**src/rtl/reg_file_pkg.sv**
```systemverilog
// reg_file shared types and default sizing.
// Bypass mode is enabled by defining REG_FILE_BYPASS_EN.
package reg_file_pkg;

  localparam int DEF_DATA_WIDTH = 32;
  localparam int DEF_NUM_REGS   = 16;

  typedef logic [$clog2(DEF_NUM_REGS)-1:0] reg_addr_t;

  typedef struct packed {
    logic [DEF_DATA_WIDTH-1:0] value;
    logic                      busy;
  } reg_entry_t;

endpackage

```
**src/rtl/reg_file_cell.sv**
```systemverilog
// One register-file entry: stored value plus scoreboard busy bit.
// A same-edge busy set overrides the clear caused by the writeback.
module reg_file_cell
  import reg_file_pkg::*;
#(
  parameter int DATA_WIDTH = DEF_DATA_WIDTH
) (
  input  logic                  clk_i,
  input  logic                  rst_ni,
  input  logic                  we_i,
  input  logic [DATA_WIDTH-1:0] wdata_i,
  input  logic                  set_i,
  output logic [DATA_WIDTH-1:0] data_o,
  output logic                  busy_o
);

  logic [DATA_WIDTH-1:0] data_d, data_q;
  logic                  busy_d, busy_q;

  always_comb begin
    data_d = data_q;
    busy_d = busy_q;
    if (we_i) begin
      data_d = wdata_i;
      busy_d = 1'b0;
    end
    if (set_i) begin
      busy_d = 1'b1;
    end
  end

  always_ff @(posedge clk_i or negedge rst_ni) begin
    if (!rst_ni) begin
      data_q <= '0;
      busy_q <= 1'b0;
    end else begin
      data_q <= data_d;
      busy_q <= busy_d;
    end
  end

  assign data_o = data_q;
  assign busy_o = busy_q;

endmodule

```
**src/rtl/reg_file.sv**
```systemverilog
// Register bank with one write port, two combinational read ports and
// a busy scoreboard. Define REG_FILE_BYPASS_EN for write-to-read bypass.
module reg_file
  import reg_file_pkg::*;
#(
  parameter int DATA_WIDTH = DEF_DATA_WIDTH,
  parameter int NUM_REGS   = DEF_NUM_REGS,
  parameter int ZERO_REG   = 1,
  localparam int ADDR_WIDTH = $clog2(NUM_REGS)
) (
  input  logic                  clock,
  input  logic                  clear_n,
  input  logic                  wr_en,
  input  logic [ADDR_WIDTH-1:0] wr_addr,
  input  logic [DATA_WIDTH-1:0] wr_data,
  input  logic [ADDR_WIDTH-1:0] rd_addr_a,
  output logic [DATA_WIDTH-1:0] rd_data_a,
  input  logic [ADDR_WIDTH-1:0] rd_addr_b,
  output logic [DATA_WIDTH-1:0] rd_data_b,
  input  logic                  busy_set,
  input  logic [ADDR_WIDTH-1:0] busy_addr,
  output logic                  busy_a,
  output logic                  busy_b
);

  localparam int DEPTH = 1 << ADDR_WIDTH;
  localparam logic [ADDR_WIDTH:0] NREGS_W =
    (ADDR_WIDTH+1)'(NUM_REGS);

  function automatic logic addr_ok(
    input logic [ADDR_WIDTH-1:0] a
  );
    logic zero_hit;
    zero_hit = (ZERO_REG != 0) && (a == '0);
    return ({1'b0, a} < NREGS_W) && !zero_hit;
  endfunction

  logic wr_ok, bs_ok;

  assign wr_ok = wr_en && addr_ok(wr_addr);
  assign bs_ok = busy_set && addr_ok(busy_addr);

  // Unused slots (zero reg, indices past NUM_REGS) read as constant 0.
  logic [DATA_WIDTH-1:0] data_arr [DEPTH];
  logic                  busy_arr [DEPTH];

  for (genvar i = 0; i < DEPTH; i++) begin : g_reg
    if (i >= NUM_REGS || (ZERO_REG != 0 && i == 0)) begin : g_tie
      assign data_arr[i] = '0;
      assign busy_arr[i] = 1'b0;
    end else begin : g_cell
      localparam logic [ADDR_WIDTH-1:0] IDX = ADDR_WIDTH'(i);
      reg_file_cell #(
        .DATA_WIDTH(DATA_WIDTH)
      ) u_cell (
        .clk_i  (clock),
        .rst_ni (clear_n),
        .we_i   (wr_ok && (wr_addr == IDX)),
        .wdata_i(wr_data),
        .set_i  (bs_ok && (busy_addr == IDX)),
        .data_o (data_arr[i]),
        .busy_o (busy_arr[i])
      );
    end
  end

  logic [ADDR_WIDTH-1:0] rd_addr [2];
  logic [DATA_WIDTH-1:0] rd_data [2];
  logic                  rd_busy [2];

  assign rd_addr[0] = rd_addr_a;
  assign rd_addr[1] = rd_addr_b;

  always_comb begin
    for (int p = 0; p < 2; p++) begin
      rd_data[p] = data_arr[rd_addr[p]];
      rd_busy[p] = busy_arr[rd_addr[p]];
`ifdef REG_FILE_BYPASS_EN
      if (wr_ok && (rd_addr[p] == wr_addr)) begin
        rd_data[p] = wr_data;
        rd_busy[p] = bs_ok && (busy_addr == wr_addr);
      end
`endif
    end
  end

  assign rd_data_a = rd_data[0];
  assign rd_data_b = rd_data[1];
  assign busy_a    = rd_busy[0];
  assign busy_b    = rd_busy[1];

endmodule

```
**config.mk**
```make
export PLATFORM = sky130hd
export DESIGN_NAME = reg_file
export DESIGN_NICKNAME = d
export VERILOG_FILES = /design/src/rtl/reg_file_pkg.sv /design/src/rtl/reg_file_cell.sv /design/src/rtl/reg_file.sv
export SDC_FILE = /design/constraint.sdc
export NUM_CORES = 1
export LEC_CHECK = 0
export CORE_MARGIN = 8
export CORE_UTILIZATION = 55
export CTS_CLUSTER_DIAMETER = 30
export CTS_CLUSTER_SIZE = 25
export DETAILED_ROUTE_END_ITERATION = 7
export HOLD_SLACK_MARGIN = 0.12
export PLACE_DENSITY = 0.77
export SLEW_MARGIN = 20
export SYNTH_ARGS = -nofsm -noshare
export SYNTH_HDL_FRONTEND = slang
export SYNTH_SLANG_ARGS = --single-unit
export TNS_END_PERCENT = 20
```
**constraint.sdc**
```tcl
create_clock -name clock -period 2.1 [get_ports clock]
set_clock_uncertainty 0.05 [all_clocks]
set_input_delay 0.315 -clock clock [delete_from_list [all_inputs] [get_ports clock]]
set_output_delay 0.315 -clock clock [all_outputs]
set_load 0.02 [all_outputs]
```
==> impl_results.md <==
* Status: finished with violations
* Failing checks: setup timing
* Seq pwr share at between 30% and 40%
* Dpl ws at -0.785 ns
* Final Setup Violations at 66
* VDD IR-drop max at between 0.7 and 0.8 mV
* Gpl congestion at ~0.91
* Via count at 19900
* Simple-gate portion of the synthesized area at approximately 1.7%
* Min-delay worst type: in2async
* Warnings, synthesis at 0
* Final net count at around 2300
* # H-tree levels at 3
* Post-DR vias/cell at around 6.7
* I/O Buffers at 117
* Period utilization at 127%
* Initial Utilization at between 50% and 60%
* Largest fanout on the critical path at 3
* Die W at around 240 um
* CP startpoint kind: flop
* Netlist Area Pre-Place at 0.0265 mm2
* Area Overhead vs Synth at 36.2%
* Initial antenna violation count at 2
* Fin. max-slew vios at 0
* Die height at 235 um
* Die area at between 0.05 and 0.06 mm2
* CP Data Arrival Time at around 2.3 ns
* Syn Area/Cell at roughly 15 um2
* Comb power frac at 23.5%
* Final WS setup at -0.569 ns
* Initial DRT Pass Iterations at 6
* Final hold violations at 0
* Ys async rst share at 100%
* DP HPWL at roughly 52 mm
* Routed Antenna Nets at 0
* Clock share of power at between 40 and 50%
* Clock Tree Root: clkbuf_16
* Post-Synth Adder-Cell Area at 0%
* Slew @ Worst Pin at 0.635 ns
* Pwr Total at ~41 mW
* Largest net degree at the start of global routing at between 60 and 70
* Yosys cell types at 32
* Final hold slack at around 0.13 ns
* Share of post-route cells with drive strength above 1 at about 54%
* Synthesized net count at roughly 1800
* Pint at about 30 mW
* Cells after synthesis at roughly 1800
* Final min period at around 2.7 ns
* Most frequent cells in the layout: dfrtp_1 (495), buf_4 (384), mux2_2 (306)
* Aggregate routed wire length at between 80 and 90 mm
* Sequential-to-total area share from yosys stat at ~47%
* Global-route wire length before repair at between 100 and 150 mm
* Leak pwr at about 16 nW
* WL/cell at between 20 and 30 um
* Max-cap violations at 0
* Most common cell after layout, fill and taps aside: dfrtp_1
* Fmax achieved at 0.375 GHz
* Number of global-route vias before repair at between 20000 and 25000
* Rel. slew slack at around 58%
* CP required at between 1.5 and 2 ns
* Yosys reg bits at 495
* RSZ-0062 raised after global routing: true
* Psw at ~11 mW
* GRT overflow at 0
* Largest family of logic cells by synthesized area: multiplexers
* Area post-placement at 0.0319 mm2
* Clock Pin Slew Worst Setup and Hold Paths at around 0.050 ns
* Switching share of power at a little over a quarter
* Synth Area in Compound Gates at 5.58%
* Worst setup path category: reg2out
* CTS sink count at about 500
* Iter 0 DRT Violations at roughly 1800
* Synth Flop Type: dfrtp_1
* Remaining DRCs at 0
* Top Ports at 118
* Sum Neg Setup Slack at -28.01 ns
* Post-layout instance area at roughly 0.036 mm2
* Post-synthesis mux area share at between 40% and 50%
* FP Rows at 80
* CTS Buf Count at 110
* Clk_lat worst skew at ~0.65 ns
* CP Capture Type: output port
* Core footprint at between 0.04 and 0.05 mm2
* Clock buffer depth at 3
* Post-synth EDFFs at 0
* Power Density at between 1000 and 1500 mW/mm2
* Xor/xnor share of the synthesized area at 0%
* Fillers at 2654
* Tot GR Track Use at 31.3%
* CTS tree: yes
[final cells by class]
class | instances | area, um2 | share of cell area (%)
clock inverter | 57 | 867 | 2.41
sequential | 495 | 12400 | 34.4
timing repair buffer | 564 | 5310 | 14.7
multi-input combinational | 1103 | 13600 | 37.7
antenna | 1 | 2.50 | 0.00694
clock buffer | 148 | 3100 | 8.59
inverter | 6 | 22.5 | 0.0625
tap | 615 | 769 | 2.13
[through the flow]
| stage | instances | util [%] |
|---|---|---|
| after floorplan | 1783 | - |
| after global placement | 2773 | 66.9 |
| after detailed placement | 2773 | 66.9 |
| after CTS | 2980 | 75.1 |
| after global routing | 2989 | 75.7 |
| final | 2989 | 75.7 |
[kinds of logic (layout without fill, tap and decap cells)]
| logic type | count (synthesis) | after routing |
|---|---|---|
| DFF | 495 | 495 |
| muxes | 813 | 813 |
| other | 0 | 1 |
| and+or+nand+nor | 99 | 99 |
| AOI/OAI and AO/OA | 191 | 191 |
| buffers and inverters | 185 | 775 |
[synthesized netlist by cell type (21+ instances only)]
cell type,count,area [um2]
a21oi_1,30,150
a221oi_1,35,307
a22o_1,34,298
buf_2,71,355
clkbuf_1,89,334
dfrtp_1,495,12400
mux2_1,282,3180
mux2_2,306,3450
mux2i_1,30,300
mux4_2,195,4390
nor2_1,46,173
o221ai_1,21,184
[worst paths after layout]
| path | from | slack, ns | end | depth (start not counted) |
|---|---|---|---|---|
| worst max-delay path | g_reg[12].g_cell.u_cell.data_o[20] | -0.57 | rd_data_a[20] | 3 |
| worst min-delay path | clear_n | 0.13 | g_reg[8].g_cell.u_cell.data_o[25] | 2 |
| worst max register to register | g_reg[13].g_cell.u_cell.data_o[8] | 1.00 | g_reg[13].g_cell.u_cell.data_o[8] | 3 |
| worst min register to register | g_reg[7].g_cell.u_cell.data_o[24] | 0.45 | g_reg[7].g_cell.u_cell.data_o[24] | 1 |
| max in group asynchronous | clear_n | 1.03 | g_reg[10].g_cell.u_cell.data_o[1] | 3 |
| min in group clock | busy_addr[1] | 0.35 | g_reg[3].g_cell.u_cell.busy_o | 3 |
[critical path: stages, from the launching register on]
cell and delay [ns]:
dfrtp_1 0.41, mux4_2 0.50, mux4_2 0.57, buf_6 0.17
[power by group through the flow]
stage,logic [mW],clock network [mW],registers (mW)
after floorplan,5.38,0,12.9
after CTS,9.45,18.4,13.4
final,9.73,18.3,13.4
after global placement,8.98,0,13.2
after global routing,10.3,18.9,13.7
after detailed placement,9.35,0,13.4
[flip-flops by register name (all words and copies together), names as in the netlist]
register	count
g.g_cell.u_cell.busy_o	15
g.g_cell.u_cell.data_o	480
[routing by layer]
metal  track usage, %  vias to the layer above  share of wire [%]
met1             38.4                    10400                 38
li1                 -                     8029                  -
met5                0                        -              0.020
met2             50.6                     1112                 48
met4             17.2                        2                5.9
met3             7.97                      358                8.5
[timing repair]
action | 4_1_cts | 5_1_grt
setup endpoints to repair | 66 | 66
pin swaps | 2 | 5
buffers inserted | 1 | 8
hold buffers | 1 | 0
gates resized for setup | 318 | 61
endpoints found under the hold margin | 466 | 0
Power figures use the tool's default switching activity.
